## src/rtl/dsp_pkg.sv

```systemverilog
// dsp_pkg: sequencer states, OPMODE words and the DSP48A1 build configuration it assumes
package dsp_pkg;
   typedef enum logic [2:0] {IDLE, CLEAR, RUN, DRAIN, FINISH} state_t;
   localparam logic [7:0] OPM_FIRST = 8'h01;
   localparam logic [7:0] OPM_ACC   = 8'h09;
   localparam int A0REG = 0;
   localparam int A1REG = 1;
   localparam int B0REG = 0;
   localparam int B1REG = 1;
   localparam int MREG = 1;
   localparam int PREG = 1;
   localparam int OPMODEREG = 1;
   localparam string B_INPUT = "DIRECT";
   localparam string CARRYINSEL = "OPMODE5";
endpackage

```

## src/rtl/dsp_mac_sequencer.sv

```systemverilog
// dsp_mac_sequencer: drives DSP48A1 clock enables, resets and OPMODE to accumulate a LEN-pair dot product
module dsp_mac_sequencer import dsp_pkg::*; #(
   parameter int CNT_WIDTH = 16
) (
   input  logic                 CLK,
   input  logic                 RST,
   input  logic                 START,
   input  logic [CNT_WIDTH-1:0] LEN,
   input  logic                 IN_VALID,
   output logic                 IN_READY,
   output logic                 BUSY,
   output logic                 DONE,
   output logic                 CEA,
   output logic                 CEB,
   output logic                 CEM,
   output logic                 CEP,
   output logic                 CEOPMODE,
   output logic                 CEC,
   output logic                 CED,
   output logic                 CECARRYIN,
   output logic                 RSTA,
   output logic                 RSTB,
   output logic                 RSTM,
   output logic                 RSTP,
   output logic                 RSTC,
   output logic                 RSTD,
   output logic                 RSTCARRYIN,
   output logic                 RSTOPMODE,
   output logic [7:0]           OPMODE
);
   state_t state, state_nxt;
   logic [CNT_WIDTH-1:0] len_q, cnt;
   logic [1:0] vpipe;
   logic first, acc, last;
   assign acc  = state == RUN && IN_VALID;
   assign last = cnt == len_q - CNT_WIDTH'(1);
   always_ff @(posedge CLK) begin
      if (RST) begin
         state <= IDLE;
         len_q <= '0;
         cnt   <= '0;
         vpipe <= '0;
         first <= 1'b0;
      end else begin
         state <= state_nxt;
         vpipe <= {vpipe[0], acc};
         if (state == IDLE && START) begin
            len_q <= LEN;
            cnt   <= '0;
         end else if (acc)
            cnt <= cnt + CNT_WIDTH'(1);
         first <= state == CLEAR ? 1'b1 : vpipe[0] ? 1'b0 : first;
      end
   end
   // DRAIN exits once the last pair has left the M stage; its CEP lands in this cycle
   always_comb begin
      state_nxt = state;
      case (state)
         IDLE:    state_nxt = START ? CLEAR : IDLE;
         CLEAR:   state_nxt = len_q != '0 ? RUN : FINISH;
         RUN:     state_nxt = acc && last ? DRAIN : RUN;
         DRAIN:   state_nxt = vpipe[0] ? DRAIN : FINISH;
         FINISH:  state_nxt = IDLE;
         default: state_nxt = IDLE;
      endcase
   end
   assign IN_READY   = !RST && state == RUN;
   assign BUSY       = !RST && state != IDLE;
   assign DONE       = !RST && state == FINISH;
   assign CEA        = !RST && acc;
   assign CEB        = !RST && acc;
   assign CEM        = !RST && vpipe[0];
   assign CEOPMODE   = !RST && vpipe[0];
   assign CEP        = !RST && vpipe[1];
   assign OPMODE     = RST || !vpipe[0] ? 8'h00 : first ? OPM_FIRST : OPM_ACC;
   assign CEC        = 1'b0;
   assign CED        = 1'b0;
   assign CECARRYIN  = 1'b0;
   assign RSTA       = RST;
   assign RSTB       = RST;
   assign RSTC       = RST;
   assign RSTD       = RST;
   assign RSTCARRYIN = RST;
   assign RSTOPMODE  = RST;
   assign RSTM       = RST || state == CLEAR;
   assign RSTP       = RST || state == CLEAR;
endmodule

```

## config.mk

```make
export PLATFORM = sky130hd
export DESIGN_NAME = dsp_mac_sequencer
export DESIGN_NICKNAME = d
export VERILOG_FILES = /design/src/rtl/dsp_pkg.sv /design/src/rtl/dsp_mac_sequencer.sv
export SDC_FILE = /design/constraint.sdc
export NUM_CORES = 1
export LEC_CHECK = 0
export ABC_AREA = 0
export CELL_PAD_IN_SITES_DETAIL_PLACEMENT = 2
export CELL_PAD_IN_SITES_GLOBAL_PLACEMENT = 2
export CORE_ASPECT_RATIO = 1.5
export CORE_MARGIN = 2
export CORE_UTILIZATION = 29
export DETAILED_ROUTE_END_ITERATION = 10
export HOLD_SLACK_MARGIN = 0.06
export PLACE_DENSITY = 0.86
export SLEW_MARGIN = 5
export SYNTH_ARGS = -nofsm -noshare
export SYNTH_HDL_FRONTEND = slang
export SYNTH_SLANG_ARGS = --single-unit
```

## constraint.sdc

```tcl
create_clock -name CLK -period 2.1 [get_ports CLK]
set_input_delay 0.42 -clock CLK [delete_from_list [all_inputs] [get_ports CLK]]
set_output_delay 0.42 -clock CLK [all_outputs]
set_load 0.005 [all_outputs]
```

==> results.cfg <==
[run_status]
status = complete, no violations

[drt]
drcViolationCount = 0
top_layer = met4
via_count = 2126
initialDrtViolationCount = 77
met3_length_um = 157
routedWlPerCell_um = 17.2
final_antenna_net_count = 0
wl_met2_mm = 4.27
wl_mm = 7.47
dr.pass1.iters = 4
wl_met1_mm = 2.88
via_per_inst = 4.90

[cts]
clk_latency_ps = 290
h-tree-depth = 2
root_buffer = clkbuf_16
cts_tree = yes
clk_pin_slew_ps = 60
clock_path_buffers = 2
cts_buffers = 5
cts_sinks = 38

[layout]
n_antenna_cell = 0
area_growth_pct = 36.6
layout_common_cells = nand2_1 (42), dfxtp_1 (33), clkdlybuf4s50_1 (30), buf_4 (28), a21oi_1 (23)
drive_above_1_share = 0.190
final_area_um2 = 3050
finalNonFillerCells = 434
layout_commonest_cell = nand2_1
fin_util = 0.404
final_nets = 353

[grt]
gr-usage-all-layers = 0.192
grt_pass1_wl_mm = 12.1
grt_pass1_vias = 2320
overflow = 0
antenna_found_initial = 0
grt_max_degree = 17

[timing]
hold_viol = 0
setup-tns-final_ps = 0
finalSetupViolations = 0
rsz0062_at_grt = yes
finalWorstSetupSlack_ps = 59.4
period_share = 0.972
report.final.slew_viol_count = 0
period_needed_ps = 2040
fmax_ghz = 0.490
hold_ws_ps = 480
finalClockSkew_ps = 5.59

[synthesis]
synthArstFlopShare = 0
synth_edf_count = 0
ys_warn_count = 0
ys_ff_latch = 38
synth.yosys.seq_area_share = 0.340
synth_flop_cell = dfxtp_1
synth.cell_area_um2 = 2240
synth_cell_types = 39
avgSynthCellArea_um2 = 7.93
syn-instance-count = 282

[placed_design]
place_inst = 424
pre_cts_slack_ps = -351
port_buffers = 37
place_area_um2 = 2790
place_congestion = 0.874
dp_hpwl_mm = 5.31

[hold_path]
hold_path.class = reg -> reg

[power]
powerDensity_nw_per_um2 = 700
power_mw = 2.14
p_leak_nw = 1.22
peakVddDrop_v = 0.000331

[setup_path]
rrSetupSlack_ps = 60
cp-start-kind = register
crit_fanout = 6
cp-end-kind = register
path_class = reg -> reg
worst_ep_required_time_ps = 2290
crit_arrival_ps = 2230

[floorplanning]
initial_core_util = 0.296
dieArea_um2 = 8440
fp.dieH_um = 112
io_pins = 47
rows = 39
die_x_um = 75.7
core_area_um2 = 7560

[run]
cap_violations = 0
-- timing repair --
| action | in CTS | in global routing |
|---|---|---|
| setup buffers | 2 | 0 |
| setup endpoints to repair | 16 | 10 |
| hold buffers | 0 | 0 |
| gates resized for setup | 21 | 9 |
| pin swaps | 9 | 1 |
-- cells by family after synthesis --
kind of cell	share of synthesized area
XOR/XNOR	0.129
adder cells (fa/ha/maj)	0.0112
buffers and inverters	0.0979
AO/OA/AOI/OAI	0.101
flip-flops	0.340
other	0.00168
multiplexers	0.0134
AND/OR/NAND/NOR	0.305
-- flip-flops by register name, summed over array words and instances (netlist names) --
signal  count
state       3
cnt        16
vpipe       2
len_q      16
first       1
-- cell type report --
class | instances | area [um2]
Fill cell | 851 | 4510
Multi-Input combinational cell | 215 | 1370
Sequential cell | 38 | 769
Timing Repair Buffer | 67 | 618
Clock buffer | 6 | 139
Tap cell | 102 | 128
Inverter | 4 | 15.0
Clock inverter | 2 | 12.5
-- worst max-delay path, cell delays in order, from the launching register on --
cell,delay [ps]
dfxtp_2,350
inv_1,130
ha_4,190
nand2b_1,140
nor4b_2,280
a31oi_1,100
nor4_2,310
o2111ai_1,170
o31ai_2,270
-- final timing paths --
check                              start        to  depth (start not counted)
worst max-delay path            len_q[1]  state[0]                          8
worst min-delay path               first     first                          2
worst max register to register  len_q[1]  state[0]                          8
worst min register to register     first     first                          2
-- routing by layer --
layer	vias to the layer above	GRT usage
met5	-	0
met4	0	0.0784
met3	7	0.0226
met2	33	0.350
met1	1059	0.213
li1	1027	-
-- cell usage after synthesis, types with 2 or more instances --
cell type / n / area share
nand2_1: 42 / 0.071
dfxtp_1: 38 / 0.34
a21oi_1: 23 / 0.051
nor2_1: 23 / 0.039
buf_4: 19 / 0.064
xnor2_1: 17 / 0.067
xor2_1: 16 / 0.063
clkbuf_1: 12 / 0.020
nand3_1: 10 / 0.022
nor3_1: 10 / 0.022
nand4_1: 7 / 0.020
nand2b_1: 6 / 0.017
nor4b_1: 6 / 0.024
nor2b_1: 5 / 0.014
o21ai_0: 5 / 0.011
or3_1: 5 / 0.014
inv_1: 4 / 0.0067
a31oi_1: 3 / 0.0084
and3_1: 3 / 0.0084
mux2i_1: 3 / 0.013
a21o_1: 2 / 0.0067
and2_1: 2 / 0.0056
ha_1: 2 / 0.011
nor4_1: 2 / 0.0056
nor4_4: 2 / 0.019
o211ai_1: 2 / 0.0067
-- report_power, final --
| group | switching, mW | leakage [nW] | internal, mW | total [mW] |
|---|---|---|---|---|
| Clock | 0.321 | 0.0729 | 0.471 | 0.792 |
| Combinational | 0.283 | 0.831 | 0.267 | 0.550 |
| Sequential | 0.0436 | 0.311 | 0.754 | 0.798 |
(Power assumes the default switching activity.)
